**src/rtl/life_gen_sched.sv**
```systemverilog
// Generation scheduler for the cellular-automaton board: issues seed loads and
// generation advances (free-run, pause, single-step) and halts on empty/stable/limit.
module life_gen_sched #(
    parameter int DIV_BASE = 16,
    parameter int GEN_W    = 16
) (
    input  logic             clk,
    input  logic             rst,
    input  logic             start,
    input  logic             run,
    input  logic             step,
    input  logic [1:0]       speed,
    input  logic             board_empty,
    input  logic             board_same,
    output logic             load_init,
    output logic             advance,
    output logic [GEN_W-1:0] gen_count,
    output logic [2:0]       state,
    output logic [1:0]       halt_reason
);

    localparam logic [2:0] ST_IDLE  = 3'd0;
    localparam logic [2:0] ST_SEED  = 3'd1;
    localparam logic [2:0] ST_RUN   = 3'd2;
    localparam logic [2:0] ST_PAUSE = 3'd3;
    localparam logic [2:0] ST_HALT  = 3'd4;

    localparam logic [1:0] HR_NONE   = 2'd0;
    localparam logic [1:0] HR_EMPTY  = 2'd1;
    localparam logic [1:0] HR_STABLE = 2'd2;
    localparam logic [1:0] HR_LIMIT  = 2'd3;

    localparam int               PRE_W        = $clog2(DIV_BASE * 8);
    localparam logic [PRE_W:0]   BASE         = (PRE_W + 1)'(DIV_BASE);
    localparam logic [GEN_W-1:0] GEN_PRE_LAST = {{(GEN_W - 1){1'b1}}, 1'b0};

    logic [2:0]       state_q, state_d;
    logic [PRE_W-1:0] presc_q, presc_d;
    logic [GEN_W-1:0] gen_q, gen_d;
    logic [1:0]       reason_q, reason_d;
    logic             load_q, load_d;
    logic             adv_q, adv_d;

    logic [PRE_W:0]   period_m1;
    logic             tick;
    logic             accept;

    // Longest period is DIV_BASE*8; the extra top bit keeps the shift lossless.
    assign period_m1 = (BASE << (2'd3 - speed)) - (PRE_W + 1)'(1);
    // >= rather than == so switching to a shorter period mid-count fires at once.
    assign tick      = ({1'b0, presc_q} >= period_m1);

    always_comb begin
        // NOTE: every signal written here gets a default first, so no path can infer a latch.
        state_d  = state_q;
        presc_d  = presc_q;
        gen_d    = gen_q;
        reason_d = reason_q;
        load_d   = 1'b0;
        adv_d    = 1'b0;
        accept   = 1'b0;

        if (start) begin
            state_d  = ST_SEED;
            load_d   = 1'b1;
            gen_d    = '0;
            reason_d = HR_NONE;
            presc_d  = '0;
        end else begin
            case (state_q)
                ST_SEED: begin
                    state_d = run ? ST_RUN : ST_PAUSE;
                    presc_d = '0;
                end
                ST_RUN: begin
                    if (!run) begin
                        state_d = ST_PAUSE;
                        presc_d = '0;
                    end else if (tick) begin
                        presc_d = '0;
                        accept  = 1'b1;
                    end else begin
                        presc_d = presc_q + PRE_W'(1);
                    end
                end
                ST_PAUSE: begin
                    accept = step;
                    if (run) begin
                        state_d = ST_RUN;
                        presc_d = '0;
                    end
                end
                default: ;
            endcase

            // Board flags describe the board this advance is about to replace.
            if (accept) begin
                adv_d = 1'b1;
                gen_d = gen_q + GEN_W'(1);
                if (board_empty) begin
                    state_d  = ST_HALT;
                    reason_d = HR_EMPTY;
                end else if (board_same) begin
                    state_d  = ST_HALT;
                    reason_d = HR_STABLE;
                end else if (gen_q == GEN_PRE_LAST) begin
                    state_d  = ST_HALT;
                    reason_d = HR_LIMIT;
                end
            end
        end
    end

    // NOTE: sequential state uses non-blocking assignments so all registers update together.
    always_ff @(posedge clk or posedge rst) begin
        if (rst) begin
            state_q  <= ST_IDLE;
            presc_q  <= '0;
            gen_q    <= '0;
            reason_q <= HR_NONE;
            load_q   <= 1'b0;
            adv_q    <= 1'b0;
        end else begin
            state_q  <= state_d;
            presc_q  <= presc_d;
            gen_q    <= gen_d;
            reason_q <= reason_d;
            load_q   <= load_d;
            adv_q    <= adv_d;
        end
    end

    assign load_init   = load_q;
    assign advance     = adv_q;
    assign gen_count   = gen_q;
    assign state       = state_q;
    assign halt_reason = reason_q;

endmodule

```
**config.mk**
```make
export PLATFORM = sky130hd
export DESIGN_NAME = life_gen_sched
export DESIGN_NICKNAME = d
export VERILOG_FILES = /design/src/rtl/life_gen_sched.sv
export SDC_FILE = /design/constraint.sdc
export NUM_CORES = 1
export LEC_CHECK = 0
export BUFFER_PORTS_ARGS = -buffer_cell sky130_fd_sc_hd__buf_2
export CAP_MARGIN = 10
export CORE_ASPECT_RATIO = 2
export CORE_MARGIN = 5
export CORE_UTILIZATION = 55
export DETAILED_ROUTE_END_ITERATION = 8
export PLACE_DENSITY = 0.79
export SLEW_MARGIN = 30
export SYNTH_ARGS = -nofsm -noshare
export SYNTH_HDL_FRONTEND = slang
export SYNTH_SLANG_ARGS = --single-unit
```
**constraint.sdc**
```tcl
create_clock -name clk -period 2.5 [get_ports clk]
set_clock_uncertainty 0.1 [all_clocks]
set_input_delay 0.375 -clock clk [delete_from_list [all_inputs] [get_ports clk]]
set_output_delay 0.375 -clock clk [all_outputs]
set_load 0.01 [all_outputs]
```
## Word level (Yosys, flattened, before mapping)

Cells that the tools add are included.

- $lt $le $gt $ge: 1
- Muxes and demuxes: 28
- Shift-type cells: 1
- Add/sub/neg operators: 4
- Eq/ne operators: 5
- Reduce and logical (&&, ||, !) cells: 5

Operator list:

| operator | count |
|---|---|
| 16-bit two-way mux | 2 |
| 7-bit two-way mux | 4 |
| 3-bit two-way mux | 7 |
| 7-bit one-hot mux with 3 select lines | 1 |
| 16-bit by 1-bit adder with 16-bit output (second input constant) | 1 |
| 16-bit == test (second input constant) | 1 |
| 2-bit two-way mux | 5 |
| 3-bit one-hot mux with 3 select lines | 1 |
| 7-bit by 8-bit greater-or-equal comparator with 1-bit output | 1 |
| 4-bit nonzero test | 2 |
| 5-bit by 2-bit << shifter with 8-bit output (first input constant) | 1 |
| 8-bit by 1-bit subtractor with 8-bit output (second input constant) | 1 |
| 7-bit by 1-bit adder with 7-bit output (second input constant) | 1 |
| 1-bit two-way mux | 7 |
| 3-bit by 2-bit == test with 1-bit output (second input constant) | 2 |
| 2-bit AND reduction | 2 |
| 3-bit by 1-bit == test with 1-bit output (second input constant) | 1 |
| 3-bit != test (second input constant) | 1 |
| 1-bit one-hot mux with 2 select lines | 1 |
| 2-bit nonzero test | 1 |
| 2-bit subtractor (first input constant) | 1 |

- Output and inout port bits: 23
- Flip-flop bits (word level): 30

## Longest topological paths before layout

Gate-level depths: netlist of the first run.

- Word-level depth: 10
- Depth in mapped cells: 7
- Depth with buffers taken out: 7

## Worst setup path after synthesis of the first run

Ideal clock, no wire load.

- Kind: input -> register
- Start: in speed[1]
- End: reg reason_q[1] (netlist: halt_reason[1])
- Slack: 0.298 ns
- Required time: 2.280 ns
- Data arrival time: 1.982 ns
- Stages: 7
- Cells stage by stage: or2_2 ha_1 a21oi_1 nand2_1 o21ai_1 a22oi_1 o211a_1

- Longest elaborated chain between the ends: 10

Ends and longest elaborated chain:

| item | line | source |
|---|---|---|
| from (decl) | 12 | `input logic [1:0] speed,` |
| 2-bit subtractor | 49 | `assign period_m1 = (BASE << (2'd3 - speed)) - (PRE_W + 1)'(1);` |
| 5-bit by 2-bit << shifter with 8-bit output | 49 |  |
| 8-bit by 1-bit subtractor with 8-bit output | 49 |  |
| 7-bit by 8-bit greater-or-equal comparator with 1-bit output | 51 | `assign tick = ({1'b0, presc_q} >= period_m1);` |
| 1-bit two-way mux | 79 | `end else if (tick) begin` |
| 1-bit two-way mux | 76 | `if (!run) begin` |
| 1-bit one-hot mux with 2 select lines | 70 | `case (state_q)` |
| 1-bit two-way mux | 63 | `if (start) begin` |
| 2-bit nonzero test (no source line) | - |  |
| 2-bit AND reduction (no source line) | - |  |
| to (signal assigned) | 127 | `reason_q <= reason_d;` |
| to (decl) | 40 | `logic [1:0] reason_q, reason_d;` |

No other way between the ends. The select of a mux whose other input is x is not followed.
A chain may end at the register's enable or synchronous reset.

## Worst setup path after layout of the first run

- Start: reg state_q[1] (netlist: state[1])
- End: reg gen_q[15] (netlist: gen_count[15])

- Longest elaborated chain between the ends: 4
- Elaborated cells between the ends (all ways): 5
- Those cells by class: eq/ne (2); mux (2); reduce/logical (1)

Ends and longest elaborated chain:

| item | line | source |
|---|---|---|
| from (decl) | 37 | `logic [2:0] state_q, state_d;` |
| from (signal assigned) | 124 | `state_q <= state_d;` |
| 3-bit by 2-bit == test with 1-bit output | 70 |  |
| 1-bit one-hot mux with 2 select lines * | 70 |  |
| 1-bit two-way mux * | 63 |  |
| 2-bit nonzero test (no source line) * | - |  |
| to (signal assigned) | 126 | `gen_q <= gen_d;` |
| to (decl) | 39 | `logic [GEN_W-1:0] gen_q, gen_d;` |

Every way passes the cells marked *; elsewhere a longest branch is shown, timed or not. The select of a mux whose other input is x is not followed.

==> flow_summary_export.csv, run 1 <==
group,metric,value,unit
global_route,antenna_found_initial,0,
yosys,yosysWarnings,0,
global_route,grt_usage,19.8,%
placement,dp.cells,248,
setup_path,cp-start-kind,"flip-flop",
die,core_area,0.00316,mm2
clock_tree,cts_max_level,2,
yosys,synth_area,0.00178,mm2
global_route,grt_overflow,0,
setup_path,worst-endpoint-required,2.57,ns
clock_tree,post_cts_resized,0,
route,vias,1544,
route,drt-total-wl,4060,um
clock_tree,root_buffer,"clkbuf_8",
sta,tns,0,ns
setup_path,crit_fanout,10,
sta,slew_headroom,63.2,%
yosys,synth.top_cell.area_share,42.1,%
placement,placed_area,0.00198,mm2
yosys,postSynthCellCount,187,
setup_path,crit_type,"reg -> reg",
cells_and_area,drive_above_1_share,26.0,%
cells_and_area,area_growth,15.9,%
die,start_util,56.4,%
sta,tightest_slew,0.549,ns
clock_tree,cts-buffers-inserted,5,
placement,hpwl,2990,um
clock_tree,worstSkewPairLatency,0.28,ns
yosys,syn_area_per_cell,9.53,um2
clock_tree,cts_sinks,30,
route,vias_per_cell,6.08,
yosys,synth-xor-area-share,2.46,%
global_route,grt_max_degree,33,
die,die_y,90.5,um
yosys,ys_async_sr_fraction,100,%
yosys,synth_ff_type,"dfrtp_1",
yosys,synth.most_common_cell,"dfrtp_1",
die,num_rows,29,
sta,final_max_slew_viol_count,0,
route,drtAntennaViolNets,0,
placement,gp_congestion,0.820,
yosys,yosys.area.top_type,"dfrtp_1",
cells_and_area,instances_no_fill,254,
clock_tree,clk_path_buf_depth,2,
run_status,status,"finished clean",
global_route,grt_pass1_vias,1583,
sta,min_period_over_period,89.1,%
placement,port-buffer-count,31,
global_route,grt_pass1_wl,7090,um
yosys,synth_nets,202,
yosys,synth_top_family_by_area,"simple AND/OR/NAND/NOR gates",
route,drcViolationCount,0,
die,die-width,50.2,um
setup_path,endpoint_kind,"flip-flop",
cells_and_area,stdcell_area,0.00207,mm2
yosys,synthSimpleGateAreaFrac,26.8,%
sta,timing.final.hold_violations,0,
clock_tree,cts_setup_buffers,0,
route,wire_per_inst,16.0,um
min_path,hold_path_class,"in -> async",
die,dieArea,0.00455,mm2
cells_and_area,nNetsFinal,239,
power,ir_drop,0.526,mV
yosys,synthAdderAreaFrac,4.21,%
sta,rsz0062_at_grt,"no",
yosys,synth.distinct_cells,38,
job,cap_violations,0,
yosys,ys_seq_elements,30,
yosys,synth_commonest_cells,"dfrtp_1, nor2_1, a21oi_1, nor2b_1, nand3_1",
route,drtIter0Drc,37,
power,p_per_area,487,mW/mm2
sta,timing.fmax,449,MHz
sta,layout_min_cycle_time,2.23,ns
power,leakagePower,1.04,nW
clock_tree,clkSlewWorstSetupHoldPaths,0.06,ns
setup_path,cp.arrival,2.29,ns
yosys,synth.top_cells.by_area,"dfrtp_1, mux2_2, nor2_1",
cells_and_area,diodes,0,
route,dr.pass1.iters,4,
die,io_pins,32,
clock_tree,postCtsHoldBufs,0,
yosys,synth_compound_area_share,12.9,%
yosys,muxShareOfSynthArea,8.78,%
yosys,synth_edf_count,0,
sta,finalSetupViolCount,0,
clock_tree,cts_tree,"done",
yosys,synth.yosys.seq_area_share,42.1,%
==> metrics by stage <==
step | setup WS, ns | hold slack (ns) | total power [W] | util (%)
5_1_grt | 0.114 | 0.110 | 0.00105 | 65.4
3_5_place_dp | 0.121 | 0.373 | 0.000632 | 62.8
2_1_floorplan | 0.298 | 0.306 | 0.000590 | -
3_3_place_gp | 0.182 | 0.373 | 0.000630 | 62.8
6_report | 0.273 | 0.0599 | 0.00100 | 65.4
4_1_cts | 0.233 | 0.0742 | 0.00101 | 65.4
==> final timing paths <==
path,startpoint,end,slack [ns],cells after the start
worst min-delay path,rst,load_init,0.06,3
worst max-delay path,state[1],gen_count[15],0.27,5
max in group asynchronous,rst,gen_count[5],1.95,3
worst min register to register,halt_reason[1],halt_reason[1],0.44,1
min in group clk,board_empty,halt_reason[0],0.31,2
worst max register to register,state[1],gen_count[15],0.27,5
==> worst max-delay path, stage by stage (launching register included) <==
cell	delay, ns
dfrtp_1	0.43
nor2b_4	0.23
nand3_4	0.16
or3_1	0.52
a211oi_1	0.32
mux2_1	0.35
==> state kept, by name, summed over array words and instances (netlist names) <==
signal / cells
gen_count: 16
presc_q: 7
state: 3
halt_reason: 2
load_init: 1
advance: 1
==> logic make-up after synthesis <==
group	Yosys count
fa+ha+maj	6
xor+xnor	5
compound gates	36
flops	30
buf+inv	11
simple gates	85
mux	14
==> placed cells by master, fill, tap and decap left out, types with 2 or more instances in the layout <==
| cell type | instances |
|---|---|
| dfrtp_1 | 30 |
| nand2_1 | 9 |
| a211oi_1 | 2 |
| o21ai_0 | 6 |
| nor3_1 | 2 |
| mux2_2 | 9 |
| a21oi_1 | 14 |
| and4_1 | 4 |
| buf_4 | 5 |
| and3_1 | 5 |
| a21o_1 | 2 |
| clkbuf_8 | 6 |
| o311a_1 | 2 |
| o21a_1 | 2 |
| mux2_1 | 4 |
| buf_2 | 31 |
| ha_1 | 6 |
| and2_1 | 3 |
| inv_1 | 5 |
| xor2_1 | 5 |
| nand3_1 | 10 |
| nand4_1 | 7 |
| o21ai_1 | 2 |
| nor2_1 | 24 |
| nor2b_1 | 13 |
| and3b_2 | 2 |
==> where the power goes <==
group | switching [W] | internal [W] | leakage (nW)
Sequential | 0.0000144 | 0.000496 | 0.410
Clock | 0.000172 | 0.000212 | 0.0431
Combinational | 0.0000668 | 0.0000436 | 0.585
Total | 0.000253 | 0.000752 | 1.04
==> per-layer routing <==
layer / part of all wire, % / routed length, um / up-vias / global-route usage, %
li1: - / - / 743 / -
met1: 35 / 1440 / 746 / 19.8
met2: 57 / 2300 / 39 / 34.8
met3: 4.3 / 176 / 16 / 5.12
met4: 3.5 / 142 / 0 / 11.4
met5: 0 / 0 / - / 0
==> cell type report <==
cell class,count,area (um2)
fillers,290,1090
inverters,5,18.8
multi-input cells,146,982
repair buffers,36,193
flip-flops and latches,30,751
clock buffers,6,82.6
well taps,31,38.8
No activity file was read; power rests on OpenSTA's default activity.
==> run 2: changes to the inputs <==
CELL_PAD_IN_SITES_DETAIL_PLACEMENT = 0   (was not set)
CELL_PAD_IN_SITES_GLOBAL_PLACEMENT = 1   (was not set)
CORE_UTILIZATION = 42   (was 55)
GPL_TIMING_DRIVEN = 0   (was not set)
PLACE_DENSITY = not set   (was 0.79)
PLACE_DENSITY_LB_ADDON = 0.1   (was not set)
==> flow_summary_export.csv, run 2 (synthesis results as in run 1) <==
group,metric,value,unit
clock_tree,clk_path_buf_depth,2,
route,wire_per_inst,16.5,um
route,drtAntennaViolNets,0,
route,vias,1553,
setup_path,cp_num_buf_inv,1,
die,dieArea,0.00572,mm2
setup_path,worst-endpoint-required,2.56,ns
sta,timing.final.hold_violations,0,
setup_path,r2r_start,"presc_q[0]",
clock_tree,root_buffer,"clkbuf_8",
setup_path,cp-start-kind,"input pin",
global_route,grt_pass1_wl,7730,um
setup_path,endpoint_kind,"flip-flop",
sta,hold_slack,0.0757,ns
route,dr.pass1.iters,4,
sta,timing.fmax,423,MHz
clock_tree,clkSlewWorstSetupHoldPaths,0.06,ns
clock_tree,worstSkewPairLatency,0.28,ns
setup_path,rr_worst_depth,6,
cells_and_area,nNetsFinal,240,
global_route,grt_pass1_vias,1681,
cells_and_area,drive_above_1_share,24.4,%
setup_path,reg2reg_to,"gen_count[13]",
placement,placed_area,0.00200,mm2
global_route,grt_overflow,0,
clock_tree,cts_max_level,2,
setup_path,crit_fanout,7,
route,drcViolationCount,0,
power,ir_drop,0.319,mV
min_path,hold_path_class,"in -> async",
cells_and_area,final_common_cell,"buf_2",
cells_and_area,largest_reg_flops,16,
clock_tree,cts_tree,"done",
power,design_power_total,0.000979,W
setup_path,worstPathCellList,"buf_2 -> or2_2 -> ha_1 -> a21oi_1 -> nand2_1 -> o21ai_1 -> a211oi_1 -> mux2_1",
clock_tree,cts-buffers-inserted,5,
die,num_rows,33,
placement,port-buffer-count,31,
job,cap_violations,0,
clock_tree,cts_setup_buffers,0,
cells_and_area,area_growth,16.9,%
cells_and_area,diodes,0,
die,die_y,102,um
cells_and_area,multi_input_area,986,um2
sta,finalSetupViolCount,0,
die,die-width,56.1,um
global_route,grt_max_degree,31,
sta,tns,0,ns
cells_and_area,fill_cells,402,
setup_path,max_stage_delay,0.50,ns
sta,min_period_over_period,94.6,%
placement,dp.cells,270,
route,drt-total-wl,4570,um
sta,layout_min_cycle_time,2.37,ns
die,io_pins,32,
placement,hpwl,3460,um
placement,gp_congestion,0.856,
setup_path,cpMaxStageDelayCell,"o21ai_1",
cells_and_area,stdcell_area,0.00208,mm2
route,vias_per_cell,5.61,
sta,slew_headroom,57.4,%
route,drtIter0Drc,33,
cells_and_area,final_cell_mix,"buf_2, dfrtp_1, nor2_1, a21oi_1, nor2b_1",
setup_path,crit_type,"in -> reg",
power,p_per_area,470,mW/mm2
die,core_area,0.00409,mm2
cells_and_area,seq_area,751,um2
sta,final_max_slew_viol_count,0,
run_status,status,"finished clean",
setup_path,cp.arrival,2.42,ns
setup_path,rrSetupSlack,0.14,ns
sta,tightest_slew,0.635,ns
clock_tree,cts_sinks,30,
global_route,grt_usage,17.6,%
power,leakagePower,1.02,nW
die,start_util,43.6,%
setup_path,crit_family,"compound AO/OA/AOI/OAI gates",
global_route,antenna_found_initial,0,
clock_tree,postCtsHoldBufs,0,
cells_and_area,instances_no_fill,277,
-- run 2: layer usage --
metal  part of all wire, %  GRT usage [%]
met2                    56           32.6
met1                    36           17.0
met5                     0              0
met4                   4.0           11.2
met3                   4.0           4.30
-- run 2: how the worst max path moves through the flow --
stage / start / end / slack [ns] / cells past startpoint
global placement: speed[1] / halt_reason[1] / -0.20 / 8
detailed placement: speed[1] / halt_reason[1] / -0.20 / 8
CTS: presc_q[0] / halt_reason[1] / 0.03 / 6
global route: speed[1] / gen_count[15] / -0.003 / 8
finish: speed[1] / gen_count[13] / 0.13 / 8
floorplan: speed[1] / halt_reason[1] / 0.30 / 7
-- run 2: per-stage QoR --
stage	setup WS (ns)	utilization [%]
after global placement	-0.204	49.0
after global routing	-0.00340	50.9
after detailed placement	-0.204	49.0
after CTS	0.0342	50.8
final	0.134	50.9
after floorplan	0.298	-
-- run 2: area by class of cell --
cell class | count | area share [%]
Sequential cell | 30 | 36.1
Buffer | 6 | 1.44
Clock buffer | 7 | 3.67
Timing Repair Buffer | 31 | 7.45
Tap cell | 52 | 3.12
Multi-Input combinational cell | 146 | 47.4
Inverter | 5 | 0.901
-- run 2: report_power, final --
group	switching [W]	leakage [nW]	internal [W]
Clock	0.000164	0.0383	0.000191
Sequential	0.0000149	0.410	0.000497
Combinational	0.0000698	0.573	0.0000421
Total	0.000249	1.02	0.000730
-- run 2: worst register-to-register path: stages (launching register included) --
cell      delay [ns]
dfrtp_1         0.44
ha_1            0.27
and4_1          0.23
and3_1          0.20
o21ai_1         0.48
a211oi_1        0.17
mux2_1          0.35
-- run 2: what timing repair did --
action,4_1_cts,5_1_grt
gates resized for setup,0,1
endpoints found under the hold margin,0,0
endpoints found under the setup margin,0,5
==> run 3: changes to the inputs <==
CORE_UTILIZATION = 38   (was 42)
clock period = 2 ns   (was 2.5 ns; I/O delays follow)
==> flow_summary_export.csv, run 3 (synthesis results as in run 1) <==
group,metric,value,unit
run_status,status,"finished, violations left",
run_status,failed_checks,"setup timing",
placement,placed_area,0.00207,mm2
setup_path,crit_fanout,7,
setup_path,cpMaxStageDelayCell,"dfrtp_1",
route,wl_met3,257,um
die,start_util,38.7,%
setup_path,rrSetupSlack,-0.003,ns
route,vias,1582,
placement,post-place-ws,-0.245,ns
route,drcViolationCount,0,
cells_and_area,final_cell_mix,"buf_2, dfrtp_1, nor2_1, nor2b_1, nand3_1",
setup_path,worst-endpoint-required,2.06,ns
power,seq_power_share,48.6,%
setup_path,crit_family,"simple AND/OR/NAND/NOR gates",
job,cap_violations,0,
placement,port-buffer-count,31,
setup_path,cp-start-kind,"flip-flop",
sta,tightest_slew,0.671,ns
cells_and_area,drive_above_1_share,37.3,%
global_route,grt_usage,16.1,%
power,sw_frac_of_total,26.0,%
die,num_rows,35,
sta,timing.final.hold_violations,0,
cells_and_area,largest_reg_flops,16,
route,route.met2.wl,2730,um
route,drtAntennaViolNets,0,
route,vias_per_cell,5.49,
power,p_comb_share,13.2,%
sta,timing.fmax,499,MHz
cells_and_area,seq_area,753,um2
clock_tree,clk_path_buf_depth,2,
setup_path,worstPathCellList,"ha_4 -> and4_1 -> and3_4 -> o21ai_4 -> a211oi_4 -> mux2_4",
die,die-width,58.4,um
global_route,grt_pass1_wl,7680,um
power,ir_drop,0.363,mV
clock_tree,clkSlewWorstSetupHoldPaths,0.07,ns
setup_path,rr_worst_depth,6,
sta,tns,-0.00272,ns
setup_path,cp_num_buf_inv,0,
route,wire_per_inst,16.5,um
sta,rsz0062_at_grt,"yes",
sta,min_period_over_period,100,%
sta,setup_slack,-0.00272,ns
sta,finalSetupViolCount,1,
setup_path,crit_type,"reg -> reg",
cells_and_area,fill_cells,463,
setup_path,endpoint_kind,"flip-flop",
die,dieArea,0.00624,mm2
die,io_pins,32,
route,drt-total-wl,4760,um
min_path,hold_path_class,"in -> async",
clock_tree,worstSkewPairLatency,0.27,ns
power,clkPwrFrac,38.3,%
cells_and_area,final_util,50.1,%
placement,hpwl,3450,um
route,drtIter0Drc,46,
power,internal_power,0.000969,W
route,top_layer_used,"met4",
placement,gp_congestion,0.808,
clock_tree,root_buffer,"clkbuf_8",
cells_and_area,multi_input_area,0.00114,mm2
setup_path,reg2reg_to,"gen_count[13]",
setup_path,r2r_start,"presc_q[5]",
die,core_area,0.00460,mm2
route,dr.pass1.iters,5,
cells_and_area,stdcell_area,0.00230,mm2
sta,final_max_slew_viol_count,0,
cells_and_area,area_growth,29.4,%
clock_tree,cts-buffers-inserted,5,
setup_path,cp.arrival,2.07,ns
power,leakagePower,1.07,nW
route,wl_met1,1640,um
cells_and_area,diodes,0,
die,die_y,107,um
power,p_per_area,569,mW/mm2
sta,layout_min_cycle_time,2.00,ns
power,p_sw,0.000341,W
sta,slew_headroom,55.2,%
clock_tree,cts_sinks,30,
global_route,grt_pass1_vias,1680,
global_route,grt_overflow,0,
clock_tree,cts_max_level,2,
setup_path,max_stage_delay,0.41,ns
global_route,antenna_found_initial,0,
clock_tree,cts_tree,"done",
cells_and_area,final_common_cell,"buf_2",
cells_and_area,nNetsFinal,247,
global_route,grt_max_degree,31,
run 3: worst max-delay path by stage:
stage	from	endpoint	slack (ns)	depth (start not counted)
CTS	state[2]	gen_count[13]	-0.02	6
global placement	speed[1]	gen_count[2]	-0.21	8
finish	presc_q[5]	gen_count[13]	-0.003	6
global route	presc_q[5]	gen_count[13]	-0.06	6
floorplan	state[1]	gen_count[13]	0.004	6
detailed placement	speed[1]	gen_count[13]	-0.24	8
run 3: metal layers:
layer | vias to the layer above | global-route usage [%]
li1 | 756 | -
met1 | 764 | 15.1
met2 | 49 | 30.9
met3 | 13 | 3.61
met4 | 0 | 7.79
met5 | - | 0
run 3: through the flow:
stage / hold WS [ns] / total power, W / cells
4_1_cts: 0.0331 / 0.00133 / 287
2_1_floorplan: 0.231 / 0.000740 / 187
3_5_place_dp: 0.341 / 0.000794 / 273
3_3_place_gp: 0.384 / 0.000790 / 273
5_1_grt: 0.0604 / 0.00138 / 288
6_report: 0.0127 / 0.00131 / 288
run 3: final cells by class:
| cell class | instances | area share (%) |
|---|---|---|
| timing repair buffer | 39 | 9.34 |
| multi-input combinational | 146 | 49.4 |
| tap | 55 | 2.99 |
| clock buffer | 7 | 3.75 |
| buffer | 5 | 0.814 |
| inverter | 5 | 0.814 |
| sequential | 30 | 32.7 |
| clock inverter | 1 | 0.217 |
run 3: repair_timing:
action / in CTS / in global routing
setup endpoints to repair: 16 / 19
resized for setup: 7 / 10
setup buffers: 6 / 2
hold endpoints to repair: 0 / 0
pin swaps: 7 / 3
hold buffers: 0 / 0
run 3: power by group through the flow:
stage	Sequential (W)	Combinational (W)	Clock [W]
global route	0.000639	0.000191	0.000554
finish	0.000636	0.000173	0.000501
global placement	0.000650	0.000140	0
CTS	0.000636	0.000167	0.000527
floorplan	0.000654	0.0000860	0
detailed placement	0.000650	0.000144	0
run 3: worst register-to-register path: cells and delay by family, from the launching register on:
kind	cells	cell delay, ns
compound gates	2	0.36
flops	1	0.41
simple gates	2	0.41
mux	1	0.32
fa+ha+maj	1	0.28
